[config.mk]
export PLATFORM = sky130hd
export DESIGN_NAME = addr_decode_mc
export DESIGN_NICKNAME = d
export VERILOG_FILES = /design/src/rtl/addr_decode_mc.sv
export SDC_FILE = /design/constraint.sdc
export NUM_CORES = 1
export LEC_CHECK = 0
export ABC_AREA = 0
export BUFFER_PORTS_ARGS = -buffer_cell sky130_fd_sc_hd__buf_2
export CELL_PAD_IN_SITES_DETAIL_PLACEMENT = 1
export CELL_PAD_IN_SITES_GLOBAL_PLACEMENT = 2
export CORE_ASPECT_RATIO = 1.25
export CORE_MARGIN = 5
export CORE_UTILIZATION = 35
export DETAILED_ROUTE_END_ITERATION = 10
export PLACE_DENSITY = 0.77
export SYNTH_ARGS = -nofsm -noshare
export SYNTH_HDL_FRONTEND = slang
export SYNTH_SLANG_ARGS = --single-unit
[constraint.sdc]
create_clock -name clk -period 2.8 [get_ports clk]
set_clock_uncertainty 0.15 [all_clocks]
set_input_delay 0.42 -clock clk [delete_from_list [all_inputs] [get_ports clk]]
set_output_delay 0.42 -clock clk [all_outputs]
set_load 0.005 [all_outputs]
[src/rtl/addr_decode_mc.sv]
// Samples an asynchronous strobe/word pair, splits each word into address and data,
// and updates one of NUM_CH channel registers; a watchdog drops the link when strobes stop.
// Optional feature: define PARITY_CHECK_EN for an even-parity bit and an error counter.
module addr_decode_mc #(
    parameter  int WORD_W      = 16,
    parameter  int ADDR_W      = 2,
    parameter  int SYNC_STAGES = 2,
    parameter  int TIMEOUT     = 16,
    localparam int NUM_CH      = 2 ** ADDR_W,
`ifdef PARITY_CHECK_EN
    localparam int DATA_W      = WORD_W - ADDR_W - 1
`else
    localparam int DATA_W      = WORD_W - ADDR_W
`endif
) (
    input  logic                     clk,
    input  logic                     rst,
    input  logic                     ext_clk,
    input  logic [WORD_W-1:0]        ext_data,
    output logic [NUM_CH*DATA_W-1:0] ch_data,
    output logic [NUM_CH-1:0]        ch_valid,
    output logic                     link_up,
`ifdef PARITY_CHECK_EN
    output logic [15:0]              parity_err_cnt,
`endif
    output logic [15:0]              word_count
);

    localparam int WD_W = $clog2(TIMEOUT + 1);

    logic [SYNC_STAGES-1:0]             clk_sync_q;
    logic [SYNC_STAGES-1:0][WORD_W-1:0] data_sync_q;
    logic                               clk_prev_q;
    logic                               edge_d;

    logic                               s1_edge_q;
    logic [WORD_W-1:0]                  s1_word_q;
    logic                               parity_ok;

    logic                               s2_edge_q;
    logic                               s2_ok_q;
    logic                               s2_perr_q;
    logic [ADDR_W-1:0]                  s2_addr_q;
    logic [DATA_W-1:0]                  s2_data_q;

    logic [NUM_CH-1:0][DATA_W-1:0]      ch_q,   ch_d;
    logic [NUM_CH-1:0]                  vld_q,  vld_d;
    logic                               link_q, link_d;
    logic [WD_W-1:0]                    wd_q,   wd_d;
    logic [15:0]                        cnt_q,  cnt_d;
    logic [15:0]                        perr_q, perr_d;

    // Strobe and word travel through identically deep chains so the word is
    // captured in the same cycle the synchronised strobe shows its rising edge.
    assign edge_d = clk_sync_q[SYNC_STAGES-1] & ~clk_prev_q;

`ifdef PARITY_CHECK_EN
    assign parity_ok = ~^s1_word_q;
`else
    assign parity_ok = 1'b1;
`endif

    // NOTE: state is updated with non-blocking assignments only, so every flop
    // samples pre-edge values regardless of statement order.
    always_ff @(posedge clk) begin
        if (rst) begin
            clk_sync_q  <= '0;
            data_sync_q <= '0;
            clk_prev_q  <= 1'b0;
            s1_edge_q   <= 1'b0;
            s1_word_q   <= '0;
            s2_edge_q   <= 1'b0;
            s2_ok_q     <= 1'b0;
            s2_perr_q   <= 1'b0;
            s2_addr_q   <= '0;
            s2_data_q   <= '0;
        end else begin
            clk_sync_q  <= {clk_sync_q[SYNC_STAGES-2:0], ext_clk};
            data_sync_q <= {data_sync_q[SYNC_STAGES-2:0], ext_data};
            clk_prev_q  <= clk_sync_q[SYNC_STAGES-1];
            s1_edge_q   <= edge_d;
            s1_word_q   <= data_sync_q[SYNC_STAGES-1];
            s2_edge_q   <= s1_edge_q;
            s2_ok_q     <= s1_edge_q & parity_ok;
            s2_perr_q   <= s1_edge_q & ~parity_ok;
            s2_addr_q   <= s1_word_q[WORD_W-1 -: ADDR_W];
            s2_data_q   <= s1_word_q[DATA_W-1:0];
        end
    end

    // NOTE: every variable gets a default at the top of the block so no path
    // leaves one unassigned and no latch is inferred.
    always_comb begin
        ch_d   = ch_q;
        vld_d  = '0;
        link_d = link_q;
        wd_d   = wd_q;
        cnt_d  = cnt_q;
        perr_d = perr_q;

        if (s2_edge_q) begin
            // A strobe edge beats a coincident timeout and revives a dead link.
            wd_d   = '0;
            link_d = 1'b1;
            if (s2_ok_q) begin
                ch_d[s2_addr_q]  = s2_data_q;
                vld_d[s2_addr_q] = 1'b1;
                if (cnt_q != 16'hFFFF) cnt_d = cnt_q + 16'd1;
            end
        end else begin
            if (wd_q == WD_W'(TIMEOUT - 1)) begin
                link_d = 1'b0;
                ch_d   = '0;
            end
            if (wd_q != WD_W'(TIMEOUT)) wd_d = wd_q + WD_W'(1);
        end

        if (s2_perr_q && perr_q != 16'hFFFF) perr_d = perr_q + 16'd1;
    end

    // NOTE: the channel registers are reset explicitly; they are flops, not a
    // RAM, and must read as zero straight out of reset.
    always_ff @(posedge clk) begin
        if (rst) begin
            ch_q   <= '0;
            vld_q  <= '0;
            link_q <= 1'b0;
            wd_q   <= '0;
            cnt_q  <= '0;
            perr_q <= '0;
        end else begin
            ch_q   <= ch_d;
            vld_q  <= vld_d;
            link_q <= link_d;
            wd_q   <= wd_d;
            cnt_q  <= cnt_d;
            perr_q <= perr_d;
        end
    end

    assign ch_data    = ch_q;
    assign ch_valid   = vld_q;
    assign link_up    = link_q;
    assign word_count = cnt_q;
`ifdef PARITY_CHECK_EN
    assign parity_err_cnt = perr_q;
`else
    logic unused_perr;
    assign unused_perr = ^perr_q;
`endif

endmodule

After elaboration in Yosys (flattened, before gate mapping)
Index checks and enable logic that the tools add are counted.
- register bits: 151
- word-level logic and storage cells: 41
- output and inout port bits: 77
- reduce and logical (&&, ||, !) cells: 5
- order comparisons: 2
- add/sub/neg operators: 2
- bitwise logic cells: 3
- muxes and demuxes: 9
- equal/unequal tests: 3
- operators with widths (operator ; count):
    2-to-1 mux 56 bit ; 2
    bitwise mux 56 bit ; 1
    demux 14 bit (select 2 bit) ; 1
    adder 16 x 1 -> 16 bit (second input constant) ; 1
    != test 16 bit (second input constant) ; 1
    2-to-1 mux 14 bit ; 1
    adder 5 x 1 -> 5 bit (second input constant) ; 1
    equality test 5 x 4 -> 1 bit (second input constant) ; 1
    != test 5 bit (second input constant) ; 1
    OR reduction 2 bit ; 2
    less-than comparator 2 x 3 -> 1 bit (second input constant) ; 1
    2-to-1 mux 1 bit ; 3
    demux 1 bit (select 2 bit) ; 1
    greater-or-equal comparator 2 x 1 -> 1 bit (second input constant) ; 1
    NOT 1 bit ; 2
    AND reduction 2 bit ; 1
    nonzero test 2 bit ; 1
    AND 1 bit ; 1
    logical AND 1 bit ; 1

Depth between registers and ports, before layout
Gate-level depths: netlist of run 1.
- depth in word-level cells: 6
- depth in mapped cells: 7
- gate-level depth less buffers: 6

Worst setup path after synthesis of run 1
Ideal clock, no wire load.
- kind: reg2reg
- start point: register wd_q[0]
- end point: register ch_q (netlist bit ch_data[3])
- slack: 0.767 ns
- arrival: 1.823 ns
- cell stages (with the launch flop): 8
- required time: 2.589 ns
- cells stage by stage: dfxtp_1 > ha_1 > and3_1 > ha_1 > a21o_1 > a31oi_1 > clkbuf_1 > a22o_1
- cells in the longest elaborated chain, start to end: 2
- RTL lines (what ; RTL line ; RTL):
    from (decl) ; 49 ; logic [WD_W-1:0] wd_q, wd_d;
    from (signal assigned) ; 135 ; wd_q <= wd_d;
    equality test 5 x 4 -> 1 bit ; 111 ; if (wd_q == WD_W'(TIMEOUT - 1)) begin
    nonzero test 2 bit (no source line) ; - ;
    to (signal assigned) ; 132 ; ch_q <= ch_d;
    to (decl) ; 46 ; logic [NUM_CH-1:0][DATA_W-1:0] ch_q, ch_d;
No other way between the ends.
A chain may end at the register's enable or synchronous reset.

Worst setup path after layout of run 1
- start point: register s2_ok_q
- end point: register cnt_q[14], in the netlist word_count[14]
- cells in the longest elaborated chain, start to end: 1
- RTL lines (what ; RTL line ; RTL):
    from (decl) ; 41 ; logic s2_ok_q;
    from (signal assigned) ; 84 ; s2_ok_q <= s1_edge_q & parity_ok;
    AND reduction 2 bit (no source line) ; - ;
    to (signal assigned) ; 136 ; cnt_q <= cnt_d;
    to (decl) ; 50 ; logic [15:0] cnt_q, cnt_d;
No other way between the ends.

==> results by group, run 1 <==
Synth
  • Sequential share of the synthesized area: 63.8%
  • Synthesis-stage register bit count: ~150
  • Commonest register cell after synthesis: sky130_fd_sc_hd__dfxtp_1
  • Number of distinct library cell variants in the gate-level netlist after synthesis: 38
  • Total of warnings raised by yosys: 0
  • Net count of the mapped netlist: 432
  • Count of flip-flops with a built-in enable after synthesis: 0
  • Fraction of registers with async set or reset after synthesis: 0%
  • Synthesized instance count: 409
  • Mean cell area of the mapped netlist: 11.6 µm²
  • Mapped Area: 4740 µm²

Floorplan
  • Die area: roughly 16,000 µm²
  • Die span in x: 114 µm
  • Initial core utilization: 35.7%
  • Core Box Area: 13,300 µm²
  • Number of rows created at floorplan: 47
  • I/O pin count: 96
  • Die boundary height: 140 µm

Power
  • Worst ir drop on vdd: ~0.37 mV
  • Power density relative to cell area: 751 nW/µm²
  • Leak Pwr: between 2 and 3 nW

Cells and area
  • Fraction of final layout cells with drive strength greater than 1: 27.9%
  • Layout Area Growth over Synthesis: 27.0%
  • Final layout net count: roughly 540
  • Count of placed standard cells in the final layout, fillers left out: 698
  • Number of antenna cells inserted: 0
  • Fin util: 45.3%

Clock network
  • Worst-skew pair later-pin latency: 410 ps
  • Clock buffer depth: 2
  • Buffers inserted by post-CTS timing repair: 0
  • Clock root buffer: sky130_fd_sc_hd__clkbuf_16
  • Number of clock buffers inserted by TritonCTS: 17
  • CTS hold repair buffers: 0
  • Number of clock sinks: 151
  • Post-cts resize count: 0
  • Clock tree from TritonCTS: done
  • Register clock-pin slew on the reported worst setup and hold paths: 60 ps
  • H-tree depth: 4

Flow run
  • Max-cap violations: 0

Global route
  • Wire length of the first global-routing pass: 17.5 mm
  • Number of global-route vias before repair: 3,401
  • Pin count of the biggest net entering global routing: 51
  • Total GRT Usage: 13.6%
  • Antenna violations before repair: 0
  • Total global routing overflow: 0

Status
  • Run status: finished clean

STA
  • Total Neg Setup Slack: 0 ps
  • Period Utilization, post-route: 74.7%
  • Max Clk Rate: 478 MHz
  • Transition time at the pin with the least slew margin: approximately 730 ps
  • Final-report max-slew violation count: 0
  • Unrepaired setup endpoints after global routing: no
  • Crit path time final: 2090 ps
  • Setup Viol. Count Final: 0
  • Max-Slew Margin vs Limit: about half
  • Final Hold Viols: 0

Detailed routing
  • Routed vias/inst: 4.73
  • Total number of vias: 3,299
  • Number of nets still failing antenna checks after routing: 0
  • Detailed Route Iter0 Violations: 195
  • Final wirelength: around 10 mm
  • Final routed wire length divided by cell count: between 10 and 15 µm
  • DRC errors left: 0
  • Iteration count of the initial detailed-routing pass: 4

Worst setup path
  • Critical-path maximum fanout: 15
  • Category of the most critical setup path: reg -> reg
  • CP Capture Type: flop
  • Data required time of the worst path: 2960 ps
  • Number of cells traversed by the worst register-to-register path: 4
  • Worst path arrival time: 2250 ps
  • Kind of start point of the critical path: flop

Hold path
  • Number of cells on the worst hold path: 2
  • Tightest Hold Check Type: in -> reg

Placed design
  • Dpl cells: 666
  • RD Place Congestion: roughly 0.76
  • Final HPWL DP: 7.36 mm
  • Total of buffers placed on input and output ports: between 90 and 100
==> path summary, 6_finish.rpt <==
kind                    start             end  slack (ps)
hold reg to reg    clk_prev_q       s1_edge_q         240
setup / recovery      s2_ok_q  word_count[14]         710
setup reg to reg      s2_ok_q  word_count[14]         710
hold / removal    ext_data[1]  data_sync_q[1]          60
==> power breakdown <==
group | leakage, nW | switching [W] | internal (W)
Combinational | 1.07 | 0.0000532 | 0.0000438
Clock | 0.286 | 0.000953 | 0.00127
Sequential | 1.23 | 0.0000160 | 0.00219
==> synth_stat cells (3+ instances only) <==
master | instances | share of area (%)
sky130_fd_sc_hd__clkbuf_1 | 12 | 0.95
sky130_fd_sc_hd__nor2b_1 | 71 | 9.4
sky130_fd_sc_hd__a22o_1 | 56 | 10
sky130_fd_sc_hd__a31oi_1 | 6 | 0.79
sky130_fd_sc_hd__nand2_1 | 9 | 0.71
sky130_fd_sc_hd__nand3_1 | 5 | 0.53
sky130_fd_sc_hd__o21ai_0 | 6 | 0.63
sky130_fd_sc_hd__ha_1 | 4 | 1.1
sky130_fd_sc_hd__nor3_1 | 12 | 1.3
sky130_fd_sc_hd__or3_1 | 5 | 0.66
sky130_fd_sc_hd__buf_2 | 6 | 0.63
sky130_fd_sc_hd__nor2_1 | 12 | 0.95
sky130_fd_sc_hd__dfxtp_1 | 151 | 64
sky130_fd_sc_hd__nand4_1 | 7 | 0.92
sky130_fd_sc_hd__xor2_1 | 3 | 0.55
sky130_fd_sc_hd__a21oi_1 | 8 | 0.85
sky130_fd_sc_hd__inv_1 | 7 | 0.55
==> cells in the final DEF, fill, tap and decap left out, types with 6 or more instances in the layout <==
cell type                   synthesis  routed
sky130_fd_sc_hd__inv_1              7       7
sky130_fd_sc_hd__o21ai_0            6       6
sky130_fd_sc_hd__nor2b_1           71      71
sky130_fd_sc_hd__dfxtp_1          151     151
sky130_fd_sc_hd__nor2_1            12      12
sky130_fd_sc_hd__a31oi_1            6       6
sky130_fd_sc_hd__a22o_1            56      56
sky130_fd_sc_hd__nor3_1            12       9
sky130_fd_sc_hd__buf_2              6      95
sky130_fd_sc_hd__nand2_1            9       9
sky130_fd_sc_hd__nand4_1            7       7
sky130_fd_sc_hd__clkbuf_16          0      17
sky130_fd_sc_hd__buf_4              0      11
sky130_fd_sc_hd__a21oi_1            8       8
==> logic make-up after synthesis <==
| group | share of synthesized area, % |
|---|---|
| muxes | 0.660 |
| AOI/OAI and AO/OA | 14.2 |
| buffers and inverters | 2.61 |
| xor gates and xnor gates | 0.924 |
| and+or+nand+nor | 16.8 |
| DFF | 63.8 |
| adders and majority gates | 1.06 |
==> stage by stage <==
stage	hold WS [ps]	setup WS [ps]	area, µm²	total power (W)
after floorplan	217	767	4740	0.00232
after global placement	223	843	5430	0.00235
after detailed placement	237	686	5430	0.00235
after CTS	42.3	683	6020	0.00458
after global routing	48.2	530	6020	0.00471
final	60.3	710	6020	0.00452
==> critical path: stages (launching register included) <==
cell and delay, ps:
sky130_fd_sc_hd__dfxtp_1 650, sky130_fd_sc_hd__nand4_1 240, sky130_fd_sc_hd__nor4_1 500, sky130_fd_sc_hd__a31oi_1 160
sky130_fd_sc_hd__a211oi_1 280
==> sequential cells by signal, summed over array words and instances, names as in the netlist <==
| register | count |
|---|---|
| clk_sync_q | 2 |
| s1_word_q | 16 |
| s2_ok_q | 1 |
| s2_data_q | 14 |
| link_up | 1 |
| ch_valid | 4 |
| s2_addr_q | 2 |
| word_count | 16 |
| wd_q | 5 |
| clk_prev_q | 1 |
| data_sync_q | 32 |
| ch_data | 56 |
| s1_edge_q | 1 |
==> metal layers <==
| layer | global-route usage, % | wire length [µm] |
|---|---|---|
| met1 | 17.1 | 4800 |
| met4 | 6.13 | 196 |
| met3 | 3.88 | 519 |
| met2 | 21.7 | 4860 |
| met5 | 0 | 0 |
==> area by class of cell <==
type	instances	area, µm²
Tap cell	171	214
Inverter	7	26.3
Fill cell	1488	7270
Clock inverter	14	160
Timing Repair Buffer	106	558
Multi-Input combinational cell	231	1610
Sequential cell	151	3020
Clock buffer	18	429
Note: power is estimated with default switching activity, not from simulation.
==> inputs of run 2 (changes only) <==
==> constraint.sdc (replaced) <==
create_clock -name clk -period 2.1 [get_ports clk]
set_clock_uncertainty 0.15 [all_clocks]
set_input_delay 0.315 -clock clk [delete_from_list [all_inputs] [get_ports clk]]
set_output_delay 0.315 -clock clk [all_outputs]
set_load 0.005 [all_outputs]
==> run 2 against run 1 <==
Combinational power increased by 62%; worst setup slack got worse by 580 ps; clock-buffer cell count increased by 1; final area increased by 5.3%; via count increased by 4.6%; worst hold slack improved by 36 ps; critical path type unchanged; critical endpoint is now word_count[1]; highest routed layer unchanged.
==> results by group, run 2 (synthesis results as in run 1) <==
Detailed routing
  • Total number of vias: 3,451 (was 3,299)
  • Number of nets still failing antenna checks after routing: 0 (unchanged)
  • Final wirelength: 10.8 mm (was 10.4 mm)
  • Highest signal layer in the routed design: met4 (unchanged)
  • Routed vias/inst: 4.73 (about the same)
  • Met3 wire length: 509 µm (was 519 µm)
  • Length of routed met2 wiring: 5.24 mm (was 4.86 mm)
  • Iteration count of the initial detailed-routing pass: 4 (unchanged)
  • Detailed Route Iter0 Violations: 165 (was 195)
  • DRC errors left: 0 (unchanged)
  • Final routed wire length divided by cell count: 14.8 µm (was 14.9 µm)
  • Met1 WL: 4.85 mm (was 4.80 mm)

Clock network
  • Number of clock buffers inserted by TritonCTS: 17 (unchanged)
  • Register clock-pin slew on the reported worst setup and hold paths: 60 ps (about the same)
  • Buffers inserted by post-CTS timing repair: 0 (unchanged)
  • Clock buffer depth: 2 (unchanged)
  • H-tree depth: 4 (unchanged)
  • Number of clock sinks: 151 (unchanged)
  • Clock root buffer: sky130_fd_sc_hd__clkbuf_16 (unchanged)
  • Worst-skew pair later-pin latency: 410 ps (about the same)
  • Clock tree from TritonCTS: done (unchanged)

Global route
  • Wire length of the first global-routing pass: 18.2 mm (was 17.5 mm)
  • Pin count of the biggest net entering global routing: 69 (was 51)
  • Total GRT Usage: 14.0% (was 13.6%)
  • Total global routing overflow: 0 (unchanged)
  • Number of global-route vias before repair: 3,562 (was 3,401)
  • Antenna violations before repair: 0 (unchanged)

Hold path
  • Launch instance of the worst min-delay path: rst (was ext_data[1])
  • Tightest Hold Check Type: in -> reg (unchanged)
  • Number of cells on the worst hold path: 2 (unchanged)

STA
  • Period Utilization, post-route: 94.0% (was 74.7%)
  • WHS: 95.8 ps (was 60.3 ps)
  • Final-report max-slew violation count: 0 (unchanged)
  • Max Clk Rate: 507 MHz (was 478 MHz)
  • Final Hold Viols: 0 (unchanged)
  • Max-Slew Margin vs Limit: 59.4% (was 50.7%)
  • Setup Viol. Count Final: 0 (unchanged)
  • Transition time at the pin with the least slew margin: 608 ps (was 729 ps)
  • Unrepaired setup endpoints after global routing: no (unchanged)
  • Total Neg Setup Slack: 0 ps (unchanged)
  • Final setup slack of the worst path: 127 ps (was 710 ps)
  • Crit path time final: 1970 ps (was 2090 ps)

Worst setup path
  • Number of cells traversed by the worst register-to-register path: 6 (was 4)
  • Critical-path maximum fanout: 7 (was 15)
  • Kind of start point of the critical path: flop (unchanged)
  • Worst path arrival time: 2120 ps (was 2250 ps)
  • CP Capture Type: flop (unchanged)
  • Data required time of the worst path: 2240 ps (was 2960 ps)
  • Reg-to-reg critical path startpoint: word_count[1] (was s2_ok_q)
  • Origin of the worst setup path: word_count[1] (was s2_ok_q)
  • Category of the most critical setup path: reg -> reg (unchanged)

Placed design
  • Final HPWL DP: 7.58 mm (was 7.36 mm)
  • Dpl cells: 680 (was 666)
  • Total of buffers placed on input and output ports: 95 (unchanged)
  • Pre-CTS WS: 148 ps (was 686 ps)
  • RD Place Congestion: 0.803 (was 0.758)

Cells and area
  • Flip-flop count of the largest register, all copies and words added: 56 (unchanged)
  • Count of placed standard cells in the final layout, fillers left out: 729 (was 698)
  • Final layout net count: 568 (was 537)
  • Fraction of final layout cells with drive strength greater than 1: 29.0% (was 27.9%)
  • Commonest non-fill, non-tap cells in the layout: sky130_fd_sc_hd__dfxtp_1, sky130_fd_sc_hd__buf_2, sky130_fd_sc_hd__nor2b_1, sky130_fd_sc_hd__a22o_1, sky130_fd_sc_hd__buf_4 (was sky130_fd_sc_hd__dfxtp_1, sky130_fd_sc_hd__buf_2, sky130_fd_sc_hd__nor2b_1, sky130_fd_sc_hd__a22o_1, sky130_fd_sc_hd__clkbuf_16)
  • Total area of multi-input combinational cells: 1610 µm² (unchanged)
  • Storage cell area: 3020 µm² (unchanged)
  • Most frequent standard cell in the layout excluding fill and tap cells: sky130_fd_sc_hd__dfxtp_1 (unchanged)
  • Number of antenna cells inserted: 0 (unchanged)
  • Layout filler cell count: 1,457 (was 1,488)
  • Layout Area Growth over Synthesis: 33.7% (was 27.0%)

Floorplan
  • Die span in x: 114 µm (unchanged)
  • I/O pin count: 96 (unchanged)
  • Core Box Area: 13,300 µm² (unchanged)
  • Die boundary height: 140 µm (unchanged)
  • Number of rows created at floorplan: 47 (unchanged)
  • Initial core utilization: 35.7% (unchanged)
  • Die area: 16,000 µm² (unchanged)

Power
  • Power density relative to cell area: 995 nW/µm² (was 751 nW/µm²)
  • Worst ir drop on vdd: 0.547 mV (was 0.372 mV)
  • Leak Pwr: 2.75 nW (was 2.58 nW)

Status
  • Run status: finished clean (unchanged)

Flow run
  • Max-cap violations: 0 (unchanged)
-- run 2: cell count changes in the layout (fill, tap and decap cells not counted) --
cell                            delta
sky130_fd_sc_hd__clkinv_4          -4
sky130_fd_sc_hd__clkbuf_8          +2
sky130_fd_sc_hd__clkinvlp_4        +1
sky130_fd_sc_hd__dlygate4sd3_1    +17
sky130_fd_sc_hd__inv_6             +3
sky130_fd_sc_hd__buf_4            +14
sky130_fd_sc_hd__clkbuf_1          -1
sky130_fd_sc_hd__inv_8             -2
sky130_fd_sc_hd__clkinv_8          -1
sky130_fd_sc_hd__bufinv_16         +2
-- run 2: final timing paths --
| path | endpoint | slack (ps) |
|---|---|---|
| setup reg to reg | word_count[1] | 130 |
| hold reg to reg | s1_edge_q | 240 |
| setup / recovery | word_count[1] | 130 |
| hold / removal | word_count[8] | 100 |
-- run 2: metrics by stage --
| stage | area [µm²] | total power, W | util (%) |
|---|---|---|---|
| after floorplan | 4740 | 0.00309 | - |
| after global placement | 5530 | 0.00313 | 41.6 |
| after detailed placement | 5530 | 0.00314 | 41.6 |
| after CTS | 6340 | 0.00638 | 47.7 |
| after global routing | 6340 | 0.00655 | 47.7 |
| final | 6340 | 0.00630 | 47.7 |
-- run 2: layout make-up --
cell class,count,area share [%]
Clock buffer,19,7.15
Clock inverter,13,2.84
Inverter,7,0.415
Multi-Input combinational cell,231,25.4
Sequential cell,151,47.7
Tap cell,171,3.38
Timing Repair Buffer,137,13.2
-- run 2: repair_timing --
| action | 4_1_cts | 5_1_grt |
|---|---|---|
| hold buffers | 17 | 0 |
| endpoints found under the hold margin | 17 | 0 |
| resized for setup | 0 | 0 |
-- run 2: worst max-delay path, cell delays in order, from the launching register on --
cell	delay, ps
sky130_fd_sc_hd__dfxtp_1	350
sky130_fd_sc_hd__ha_1	190
sky130_fd_sc_hd__nand3_1	160
sky130_fd_sc_hd__o41ai_2	520
sky130_fd_sc_hd__buf_4	230
sky130_fd_sc_hd__mux2i_1	190
sky130_fd_sc_hd__nor2_1	60
-- run 2: power by group --
group          internal (W)  switching (W)
Clock               0.00197        0.00123
Combinational     0.0000802      0.0000765
Sequential          0.00292      0.0000212
-- run 2: layer usage --
metal | GRT usage [%] | up-vias
met5 | 0 | -
met4 | 6.13 | 0
li1 | - | 1728
met3 | 2.80 | 19
met2 | 23.3 | 81
met1 | 17.5 | 1623
==> inputs of run 3 (changes only) <==
==> constraint.sdc (replaced) <==
create_clock -name clk -period 1.95 [get_ports clk]
set_clock_uncertainty 0.15 [all_clocks]
set_input_delay 0.2925 -clock clk [delete_from_list [all_inputs] [get_ports clk]]
set_output_delay 0.2925 -clock clk [all_outputs]
set_load 0.005 [all_outputs]
==> run 3 against run 2 <==
Worst setup slack got worse by 65 ps; worst hold slack improved by 36 ps; die area unchanged; power increased by 5.8%; flip-flop and latch count unchanged; final area increased by 2.4%; clock power increased by 3%; register-to-register slack got worse by 60 ps; maximum frequency increased by 4.5%; via count increased by 1.3%; sequential power increased by 7.5%.
==> results by group, run 3 (synthesis results as in run 1) <==
Floorplan
  • Core Box Area: 13,300 µm² (unchanged)
  • Die boundary height: 140 µm (unchanged)
  • Die span in x: 114 µm (unchanged)
  • Die area: 16,000 µm² (unchanged)
  • Number of rows created at floorplan: 47 (unchanged)
  • Initial core utilization: 35.7% (unchanged)
  • I/O pin count: 96 (unchanged)

STA
  • Crit path time final: 1890 ps (was 1970 ps)
  • Final-report max-slew violation count: 0 (unchanged)
  • Final Hold Viols: 0 (unchanged)
  • Final setup slack of the worst path: 61.8 ps (was 127 ps)
  • Transition time at the pin with the least slew margin: 384 ps (was 608 ps)
  • Period Utilization, post-route: 96.8% (was 94.0%)
  • Setup Viol. Count Final: 0 (unchanged)
  • Max Clk Rate: 530 MHz (was 507 MHz)
  • Max-Slew Margin vs Limit: 74.4% (was 59.4%)
  • Total Neg Setup Slack: 0 ps (unchanged)

Cells and area
  • Flip-flop count of the largest register, all copies and words added: 56 (unchanged)
  • Fin util: 48.8% (was 47.7%)
  • Fraction of final layout cells with drive strength greater than 1: 32.0% (was 29.0%)
  • Commonest non-fill, non-tap cells in the layout: sky130_fd_sc_hd__dfxtp_1, sky130_fd_sc_hd__buf_2, sky130_fd_sc_hd__nor2b_1, sky130_fd_sc_hd__a22o_1, sky130_fd_sc_hd__buf_4 (unchanged)
  • Number of antenna cells inserted: 0 (unchanged)
  • Final layout net count: 579 (was 568)
  • Count of placed standard cells in the final layout, fillers left out: 740 (was 729)
  • Most frequent standard cell in the layout excluding fill and tap cells: sky130_fd_sc_hd__dfxtp_1 (unchanged)
  • Layout Area Growth over Synthesis: 37.0% (was 33.7%)
  • Layout filler cell count: 1,469 (was 1,457)

Worst setup path
  • Kind of start point of the critical path: flop (unchanged)
  • Worst path arrival time: 2100 ps (was 2120 ps)
  • CP Capture Type: flop (unchanged)
  • Critical-path maximum fanout: 7 (unchanged)
  • Data required time of the worst path: 2160 ps (was 2240 ps)
  • Category of the most critical setup path: reg -> reg (unchanged)

Detailed routing
  • Final wirelength: 11.2 mm (was 10.8 mm)
  • DRC errors left: 0 (unchanged)
  • Total number of vias: 3,495 (was 3,451)
  • Detailed Route Iter0 Violations: 130 (was 165)
  • Iteration count of the initial detailed-routing pass: 4 (unchanged)
  • Routed vias/inst: 4.72 (was 4.73)
  • Number of nets still failing antenna checks after routing: 0 (unchanged)
  • Final routed wire length divided by cell count: 15.1 µm (was 14.8 µm)

Flow run
  • Max-cap violations: 0 (unchanged)

Clock network
  • Buffers inserted by post-CTS timing repair: 0 (unchanged)
  • Clock buffer depth: 2 (unchanged)
  • Clock root buffer: sky130_fd_sc_hd__clkbuf_16 (unchanged)
  • Clock tree from TritonCTS: done (unchanged)
  • Number of clock buffers inserted by TritonCTS: 17 (unchanged)
  • Worst-skew pair later-pin latency: 420 ps (was 410 ps)
  • H-tree depth: 4 (unchanged)
  • Number of clock sinks: 151 (unchanged)
  • Register clock-pin slew on the reported worst setup and hold paths: 60 ps (about the same)

Power
  • Power density relative to cell area: 1030 nW/µm² (was 995 nW/µm²)
  • Leak Pwr: 2.79 nW (was 2.75 nW)
  • Worst ir drop on vdd: 0.440 mV (was 0.547 mV)

Status
  • Run status: finished clean (unchanged)

Placed design
  • Total of buffers placed on input and output ports: 95 (unchanged)
  • Dpl cells: 687 (was 680)
  • Final HPWL DP: 7.52 mm (was 7.58 mm)
  • RD Place Congestion: 0.796 (was 0.803)
  • Pre-CTS WS: 48.4 ps (was 148 ps)

Global route
  • Total global routing overflow: 0 (unchanged)
  • Antenna violations before repair: 0 (unchanged)
  • Wire length of the first global-routing pass: 17.5 mm (was 18.2 mm)
  • Total GRT Usage: 13.5% (was 14.0%)
  • Number of global-route vias before repair: 3,492 (was 3,562)
  • Pin count of the biggest net entering global routing: 39 (was 69)

Hold path
  • Tightest Hold Check Type: in -> reg (unchanged)
## run 3: path summary, 6_finish.rpt
path / from / end / slack [ps] / cells past startpoint
worst max register to register: wd_q[0] / ch_data[42] / 60 / 7
worst min register to register: clk_prev_q / s1_edge_q / 240 / 1
worst min-delay path: rst / word_count[15] / 130 / 3
worst max-delay path: wd_q[0] / ch_data[42] / 60 / 7
## run 3: layout make-up
| type | instances | area (µm²) | area share (%) |
|---|---|---|---|
| Timing Repair Buffer | 148 | 923 | 14.2 |
| Clock buffer | 17 | 425 | 6.55 |
| Tap cell | 171 | 214 | 3.30 |
| Multi-Input combinational cell | 231 | 1690 | 26.1 |
| Clock inverter | 15 | 186 | 2.87 |
| Inverter | 7 | 26.3 | 0.405 |
| Sequential cell | 151 | 3020 | 46.6 |
## run 3: timing repair
item | in CTS | in global routing
hold buffers | 17 | 0
setup endpoints to repair | 0 | 63
hold endpoints to repair | 17 | 0
resized for setup | 0 | 31
## run 3: critical path, cell delays in order, from the launching register on
cell and delay (ps):
sky130_fd_sc_hd__dfxtp_1 330, sky130_fd_sc_hd__ha_2 190, sky130_fd_sc_hd__and3_1 180, sky130_fd_sc_hd__ha_2 180, sky130_fd_sc_hd__a21o_4 240, sky130_fd_sc_hd__a31oi_4 190
sky130_fd_sc_hd__clkbuf_4 230, sky130_fd_sc_hd__a22o_1 140
## run 3: per-layer routing
metal	track usage, %	vias to the layer above	routed length [µm]
met2	21.4	88	5490
met1	17.5	1642	4860
met5	0	-	0
met3	3.36	16	650
met4	5.69	0	178
li1	-	1749	-
## run 3: through the flow
step	power [W]	instance area, µm²	hold WS (ps)
after floorplan	0.00333	4740	217
after global placement	0.00338	5590	222
after detailed placement	0.00338	5590	229
after CTS	0.00672	6370	119
after global routing	0.00694	6490	156
final	0.00667	6490	132
## run 3: where the power goes
group | internal [W] | switching, W | total [W]
sequential | 0.00314 | 0.0000217 | 0.00316
combinational | 0.000103 | 0.0000981 | 0.000201
clock | 0.00194 | 0.00137 | 0.00331
